$ cat src/rtl/timer_core.sv
// Counting engine of the two-mode timer: key sync/edge detect, IDLE/RUN/PAUSE/DONE control, prescaled 1/100 s count.
// Key press acts SYNC_STAGES+1 edges after the raw rise; all outputs registered, no backpressure.
module timer_core #(
    parameter int TICK_DIV    = 500000,
    parameter int SYNC_STAGES = 2
) (
    input  logic       Clock,
    input  logic       Reset,
    input  logic       StartStop,
    input  logic       Clear,
    input  logic       ModeSel,
    output logic [7:0] LSBBinary,
    output logic [7:0] MSBBinary,
    output logic       ModeOut,
    output logic       Running,
    output logic       Done
);
    localparam int            PW      = $clog2(TICK_DIV);
    localparam logic [PW-1:0] PRE_MAX = PW'(TICK_DIV - 1);

    typedef enum logic [1:0] {
        IDLE  = 2'd0,
        RUN   = 2'd1,
        PAUSE = 2'd2,
        DONE  = 2'd3
    } state_t;

    state_t                 state;
    state_t                 nextState;
    logic [SYNC_STAGES-1:0] startSync;
    logic [SYNC_STAGES-1:0] clearSync;
    logic [SYNC_STAGES-1:0] modeSync;
    logic                   startPrev;
    logic                   clearPrev;
    logic [PW-1:0]          prescaler;
    logic [7:0]             lsbCount;
    logic [7:0]             msbCount;
    logic                   modeLatch;
    logic                   startPress;
    logic                   clearPress;
    logic                   tick;
    logic                   lastTick;

    always_ff @(posedge Clock or posedge Reset) begin
        if (Reset) begin
            startSync <= '0;
            clearSync <= '0;
            modeSync  <= '0;
            startPrev <= 1'b0;
            clearPrev <= 1'b0;
        end else begin
            startSync <= {startSync[SYNC_STAGES-2:0], StartStop};
            clearSync <= {clearSync[SYNC_STAGES-2:0], Clear};
            modeSync  <= {modeSync[SYNC_STAGES-2:0], ModeSel};
            startPrev <= startSync[SYNC_STAGES-1];
            clearPrev <= clearSync[SYNC_STAGES-1];
        end
    end

    assign startPress = startSync[SYNC_STAGES-1] & ~startPrev;
    assign clearPress = clearSync[SYNC_STAGES-1] & ~clearPrev;
    assign tick       = (state == RUN) && (prescaler == PRE_MAX);
    // Countdown finishes on the tick that lands on 99/99.
    assign lastTick   = tick && modeLatch && (msbCount == 8'd99) && (lsbCount == 8'd98);

    always_comb begin
        nextState = state;
        case (state)
            IDLE:    if (startPress) nextState = RUN;
            RUN: begin
                if (lastTick)        nextState = DONE;
                else if (startPress) nextState = PAUSE;
            end
            PAUSE:   if (startPress) nextState = RUN;
            DONE:    nextState = DONE;
            default: nextState = IDLE;
        endcase
        if (clearPress) nextState = IDLE;
    end

    always_ff @(posedge Clock or posedge Reset) begin
        if (Reset) begin
            state   <= IDLE;
            Running <= 1'b0;
            Done    <= 1'b0;
        end else begin
            state   <= nextState;
            Running <= (nextState == RUN);
            Done    <= (nextState == DONE);
        end
    end

    always_ff @(posedge Clock or posedge Reset) begin
        if (Reset) begin
            prescaler <= '0;
            lsbCount  <= 8'd0;
            msbCount  <= 8'd0;
        end else if (clearPress) begin
            prescaler <= '0;
            lsbCount  <= 8'd0;
            msbCount  <= 8'd0;
        end else if (state == RUN) begin
            prescaler <= tick ? '0 : prescaler + 1'b1;
            if (tick) begin
                if (lsbCount == 8'd99) begin
                    lsbCount <= 8'd0;
                    msbCount <= (msbCount == 8'd99) ? 8'd0 : msbCount + 8'd1;
                end else begin
                    lsbCount <= lsbCount + 8'd1;
                end
            end
        end
    end

    // Mode tracks the switch only while idle; the start press edge latches it.
    always_ff @(posedge Clock or posedge Reset) begin
        if (Reset) begin
            modeLatch <= 1'b0;
        end else if (state == IDLE) begin
            modeLatch <= modeSync[SYNC_STAGES-1];
        end
    end

    assign LSBBinary = lsbCount;
    assign MSBBinary = msbCount;
    assign ModeOut   = modeLatch;
endmodule

$ cat config.mk
export PLATFORM = sky130hd
export DESIGN_NAME = timer_core
export DESIGN_NICKNAME = d
export VERILOG_FILES = /design/src/rtl/timer_core.sv
export SDC_FILE = /design/constraint.sdc
export NUM_CORES = 1
export LEC_CHECK = 0
export ABC_AREA = 1
export CAP_MARGIN = 15
export CORE_AREA = 5 5 71 73
export CTS_CLUSTER_DIAMETER = 150
export DETAILED_ROUTE_END_ITERATION = 12
export DIE_AREA = 0 0 76 78
export GPL_ROUTABILITY_DRIVEN = 0
export HOLD_SLACK_MARGIN = 0.08
export PLACE_DENSITY = 0.89
export SYNTH_ARGS = -nofsm -noshare
export SYNTH_HDL_FRONTEND = slang
export SYNTH_SLANG_ARGS = --single-unit
$ cat constraint.sdc
create_clock -name Clock -period 4.1 [get_ports Clock]
set_clock_uncertainty 0.1 [all_clocks]
set_input_delay 0.41 -clock Clock [delete_from_list [all_inputs] [get_ports Clock]]
set_output_delay 0.41 -clock Clock [all_outputs]
set_load 0.03 [all_outputs]
==> results of run 1 <==
[flip-flops by register name (all words and copies together), names as in the netlist, 2 cells and up]
signal,flops
LSBBinary,8
modeSync,2
prescaler,19
MSBBinary,8
clearSync,2
startSync,2
state,2
[worst min-delay path by stage]
stage | from | endpoint | slack (ns)
final | clearSync[0] | clearSync[1] | 0.25
after global routing | startSync[0] | startSync[1] | 0.27
after CTS | startSync[0] | startSync[1] | 0.25
after detailed placement | modeSync[0] | modeSync[1] | 0.24
after global placement | modeSync[0] | modeSync[1] | 0.23
after floorplan | clearSync[0] | clearSync[1] | 0.23
[worst reg2reg max path, stage by stage (launching register included)]
cell	delay [ns]
dfrtp_1	0.45
inv_1	0.09
nand2_1	0.05
nor2_1	0.15
nor2b_4	0.18
nand4_4	0.12
nand2_4	0.26
nand2_2	0.18
nand2_1	0.10
nand2_1	0.05
[logic make-up after synthesis]
group | Yosys count | share of synthesized area, %
flip-flops | 48 | 46.8
XOR/XNOR | 10 | 3.41
AND/OR/NAND/NOR | 197 | 36.0
multiplexers | 1 | 0.439
adder cells (fa/ha/maj) | 4 | 1.95
buffers and inverters | 45 | 7.02
AO/OA/AOI/OAI | 22 | 4.39
[power by group through the flow]
stage | Sequential [µW] | Clock (µW) | Combinational (µW)
2_1_floorplan | 523 | 0 | 50.8
3_3_place_gp | 518 | 0 | 80.7
3_5_place_dp | 519 | 0 | 84.4
4_1_cts | 510 | 364 | 84.6
5_1_grt | 514 | 386 | 94.9
6_report | 510 | 357 | 83.4
[metal layers]
layer,GRT usage [%],up-vias
met2,31.4,75
met5,0,-
met3,4.63,18
met1,25.1,1017
met4,6.94,0
li1,-,1089
[final cells by class]
class	instances	area (µm²)
Tap cell	52	65.1
Timing Repair Buffer	23	230
Multi-Input combinational cell	234	1190
Inverter	42	158
Sequential cell	48	1200
Clock inverter	2	38.8
Fill cell	334	1330
Clock buffer	6	82.6
[through the flow]
step                      setup slack [ns]  cell area (µm²)  hold WS (ns)
after CTS                             2.07             2960         0.255
after detailed placement              2.27             2840         0.236
after global placement                2.29             2840         0.231
after global routing                  2.02             2960         0.275
final                                 2.07             2960         0.254
after floorplan                       2.45             2570         0.231
[cell usage in the layout, fill, tap and decap left out, drive strengths merged]
master         instances
or2                    2
clkinv                 1
ha                     4
nor3                   8
nor3b                  4
nor2                  49
clkbuf                 6
xor2                   8
bufinv                 1
a21o                   1
nand3b                 4
nand2                 95
mux2                   1
clkdlybuf4s50         23
dfrtp                 48
a21oi                  7
nand3                 22
inv                   42
and3                   1
nand4                 11
xnor2                  2
nor2b                  1
o21ai                 14
==> results.md, run 1 <==
- Min-Delay Path Class: reg2reg
- Post-synth cell types: 32
- Stages on worst setup path: 1
- Worst-Margin Slew: between 0.9 and 1 ns
- Final #Nets: between 300 and 400
- Clock Sinks: 48
- Placed Cells incl. Taps: 399
- Sequential area share after synthesis: between 40 and 50%
- Largest net degree at the start of global routing: approximately 50
- CP endpoint kind: output pin
- Die width: 76 µm
- Post-CTS Resized: 0
- Async set-reset flop share out of synthesis: 100%
- Final Power: about 950 µW
- PortBufs: 23
- Setup CP Type: reg2out
- # rows: 24
- Switching Share: ~24%
- Sum of buffers and inverters on the critical path: 1
- # IOs: 24
- WHS Path Cells: 0
- Crit-path cells: clkdlybuf4s50_1
- Finished Layout Cells: just over 400
- Met3 wire len: around 320 µm
- Area delta synth->final: 15.4%
- CP max stage cell: clkdlybuf4s50_1
- Clock share of power: a little under two fifths
- Layout cells sized above 1: 8.45%
- Clk buf depth: 2
- Clk_lat worst skew: 0.31 ns
- Syn nets: 336
- Setup TNS after final layout: 0 ns
- Wire length on met1: 2.40 mm
- Clk root buf: clkbuf_8
- Clk slew on worst S/H paths: 0.09 ns
- FF-to-FF setup slack: 2.26 ns
- Initial Utilization: between 50% and 60%
- Yosys top cell by area: dfrtp_1
- Final Cycle Share: approximately 50%
- Hold_buf cts: 0
- Data required time of the critical path: 3.59 ns
- Post-CTS Setup Inserts: 0
- Global route overflow: 0
- Top delay family on crit path: buffers and inverters
- Hold Fails Final Rpt: 0
- Logic pwr share: under 10%
- Synth area leaders: dfrtp_1 47%, nand2_1 13%, nor2_1 6.4%
- Yosys top cell area share: a little under half
- Sequential share of power: between 50% and 60%
- FF-to-FF End: MSBBinary[5]
- Die height: 78 µm
- Internal power: between 700 and 800 µW
- Synth Cell Area: ~2600 µm²
- DIE AREA: between 5000 and 6000 µm²
- Top Layer Used: met4
- Psw: 230 µW
- Synth Flop Type: dfrtp_1
- Syn Area/Cell: 7.85 µm²
- Max VDD drop: roughly 0.28 mV
- Most frequent cell after synthesis: nand2_1
- Max Cap Viol: 0
- Post-synth EDFFs: 0
- Vias in the first global route: 2161
- Outcome: finished, final reports clean
- Max Freq: 492 MHz
- Synth Instances: 327
- Pwr Density: 321 nW/µm²
- Worst Setup EP: MSBBinary[4]
- Post-Route Utilization: ~70%
- Worst R2R Start: prescaler[9]
- Leak Pwr: roughly 0.0014 µW
- Number of buffers created by CTS: 5
- Critical path origin: MSBBinary[4]
- Routed Antenna Nets: 0
- Diode count: 0
- Via count: between 2000 and 2500
- First-pass GRT wire length: approximately 9.5 mm
- Reg2Reg Depth: 9
- Crit path launch type: flip-flop
- CP arrival: approximately 1.5 ns
- Drt wl/cell: about 13 µm
- CTS H-tree depth: 2
- Yosys warnings: 0
- CP peak stage delay: about 0.73 ns
- Final HPWL DP: 3.90 mm
- DRC Markers: 0
- Gr usage total: between 15 and 20%
- Avg Vias per Cell: around 5.4
- Metal2 WL: 2.48 mm
- Drt first pass iters: 6
- DRT iter0 DRCs: roughly 150
- Relative slew slack: ~36%
- Period minus WS final: around 2 ns
- Finish-stage setup viols: 0
- Most frequent cells after synthesis: 89 x nand2_1, 48 x dfrtp_1, 44 x nor2_1
- CTS tree: yes
- Slew Viols, Final: 0
- RSZ-0062 raised after global routing: no
- Core Footprint: between 4000 and 5000 µm²
- Antenna violations before repair: 0
- Routed WL: around 5.3 mm
- CP Max Fanout: 7
- #FFs+latches synth: 48
Note: power is estimated with default switching activity, not from simulation.
==> inputs of run 2 (changes only) <==
CORE_AREA = 5 5 74 76   (was 5 5 71 73)
DIE_AREA = 0 0 79 81   (was 0 0 76 78)
PLACE_DENSITY = 0.83   (was 0.89)
clock period = 2 ns   (was 4.1 ns; I/O delays follow)
==> run 2 against run 1 <==
Net effect: hold slack worse by 0.13 ns; sequential cell count unchanged; final area up 1.9%; register-to-register slack worse by 2.1 ns; first-iteration DRC count unchanged; non-clock buffer count up 5; power up 100%; global-route usage about the same; worst setup slack worse by 1.9 ns; sequential share of layout area down 0.74 points; final cell count up 1.7%; clock-buffer cell count down 1.
==> results.md, run 2 (synthesis results as in run 1) <==
- Outcome: finished, final reports clean (unchanged)
- Layout cells sized above 1: 9.72% (was 8.45%)
- Clk buf depth: 2 (unchanged)
- Antenna violations before repair: 0 (unchanged)
- Final Power: 1940 µW (was 950 µW)
- Commonest non-fill, non-tap cells in the layout: 89 x nand2_1, 48 x dfrtp_1, 44 x nor2_1 (unchanged)
- First-pass GRT wire length: 9.76 mm (was 9.46 mm)
- Metal2 WL: 2.75 mm (was 2.48 mm)
- Worst R2R Start: prescaler[0] (was prescaler[9])
- Worst hold margin: 0.121 ns (was 0.254 ns)
- Drt first pass iters: 4 (was 6)
- Via count: 2190 (was 2199)
- Core Footprint: 4660 µm² (was 4290 µm²)
- CP endpoint kind: output pin (unchanged)
- Critical path origin: MSBBinary[4] (unchanged)
- DIE AREA: 6400 µm² (was 5930 µm²)
- Finish-stage setup viols: 0 (unchanged)
- CTS H-tree depth: 2 (unchanged)
- CP arrival: 1.52 ns (about the same)
- Avg Vias per Cell: 5.29 (was 5.40)
- Diode count: 0 (unchanged)
- Post-CTS Resized: 0 (unchanged)
- CP Max Fanout: 7 (unchanged)
- Setup CP Type: reg2out (unchanged)
- Worst setup margin: 0.184 ns (was 2.07 ns)
- CP peak stage delay: 0.72 ns (was 0.73 ns)
- Global route overflow: 0 (unchanged)
- Most common cell after layout, fill and taps aside: nand2_1 (unchanged)
- Clk slew on worst S/H paths: 0.09 ns (about the same)
- Largest register FFs: 19 (unchanged)
- # IOs: 24 (unchanged)
- Final #Nets: 368 (was 363)
- Hold_buf cts: 0 (unchanged)
- Data required time of the critical path: 1.70 ns (was 3.59 ns)
- Wire length on met1: 2.52 mm (was 2.40 mm)
- Top delay family on crit path: buffers and inverters (unchanged)
- Sum of buffers and inverters on the critical path: 1 (unchanged)
- PortBufs: 23 (unchanged)
- CTS tree: yes (unchanged)
- Relative slew slack: 69.6% (was 35.8%)
- Gr usage total: 19.3% (about the same)
- DRC Markers: 0 (unchanged)
- Area delta synth->final: 17.5% (was 15.4%)
- Final Cycle Share: 90.8%
- Placed Cells incl. Taps: 406 (was 399)
- Post-CTS Setup Inserts: 0 (unchanged)
- Drt wl/cell: 13.5 µm (was 13.1 µm)
- Leak Pwr: 0.00143 µW (was 0.00140 µW)
- Slew Viols, Final: 0 (unchanged)
- Setup TNS after final layout: 0 ns (unchanged)
- Finished Layout Cells: 414 (was 407)
- Routed WL: 5.60 mm (was 5.31 mm)
- Vias in the first global route: 2171 (was 2161)
- Min-Delay Path Class: in2async (was reg2reg)
- Max Freq: between 500 and 600 MHz
- Hold Fails Final Rpt: 0 (unchanged)
- Met3 wire len: 233 µm (was 323 µm)
- # rows: 25 (was 24)
- Period minus WS final: 1.82 ns
- RSZ-0062 raised after global routing: no (unchanged)
- Clock Sinks: 48 (unchanged)
- Largest net degree at the start of global routing: 21 (was 49)
- Die width: 79 µm (was 76 µm)
- Post-Place Setup Slack: 0.227 ns (was 2.27 ns)
- Max Cap Viol: 0 (unchanged)
- Routed Antenna Nets: 0 (unchanged)
- Biggest register: prescaler (unchanged)
- Top Layer Used: met4 (unchanged)
- CP max stage cell: clkdlybuf4s50_1 (unchanged)
- Final HPWL DP: 4.12 mm (was 3.90 mm)
- Clk_lat worst skew: 0.31 ns (about the same)
- Number of buffers created by CTS: 5 (unchanged)
- Initial Utilization: 55.1% (was 59.8%)
- Crit path launch type: flip-flop (unchanged)
- Crit-path cells: clkdlybuf4s50_1 (unchanged)
- Clk root buf: clkbuf_8 (unchanged)
- DRT iter0 DRCs: 154 (unchanged)
- Worst-Margin Slew: 0.455 ns (was 0.962 ns)
- Pwr Density: 642 nW/µm² (was 321 nW/µm²)
- Max VDD drop: 0.599 mV (was 0.283 mV)
- Die height: 81 µm (was 78 µm)
[run 2: cell types whose count changed in the layout (fill, tap and decap cells not counted), sizes merged]
cell      change
buf           +5
clkbuf        -1
clkinvlp      +1
[run 2: area by class of cell]
class	instances	area (µm²)
Clock buffer	5	68.8
Clock inverter	3	42.5
Fill cell	380	1640
Inverter	42	158
Multi-Input combinational cell	234	1190
Sequential cell	48	1200
Tap cell	54	67.6
Timing Repair Buffer	28	293
[run 2: worst reg2reg max path, cell delays in order, from the launching register on]
cell and delay [ns]:
dfrtp_1 0.40, ha_1 0.22, nand3_1 0.12, inv_1 0.17, nand4_4 0.16, nand2_4 0.23
nand2_2 0.17, nand2_1 0.09, nand2_1 0.05
[run 2: final timing paths]
check                          endpoint  slack [ns]  cells after the start
max                        MSBBinary[4]        0.18                      1
min                        prescaler[3]        0.12                      2
max reg2reg                MSBBinary[5]        0.20                      8
min reg2reg                clearSync[1]        0.26                      0
max in group asynchronous  LSBBinary[3]        1.25                      3
min in group Clock          modeSync[0]        0.22                      1
[run 2: report_power, final]
| group | leakage [µW] | switching [µW] | internal [µW] |
|---|---|---|---|
| Sequential | 0.000644 | 32.8 | 1010 |
| Combinational | 0.000730 | 121 | 67.8 |
| Clock | 0.0000541 | 334 | 370 |
| Total | 0.00143 | 487 | 1450 |
[run 2: layer usage]
| layer | GRT usage [%] | up-vias |
|---|---|---|
| met5 | 0 | - |
| met4 | 7.04 | 0 |
| met3 | 4.55 | 11 |
| met2 | 33.2 | 49 |
| met1 | 23.8 | 1033 |
| li1 | - | 1097 |
[run 2: per-stage QoR]
stage	area, µm²	utilization, %
after floorplan	2570	-
after global placement	2910	62.3
after detailed placement	2910	62.3
after CTS	3020	64.7
after global routing	3020	64.7
final	3020	64.7
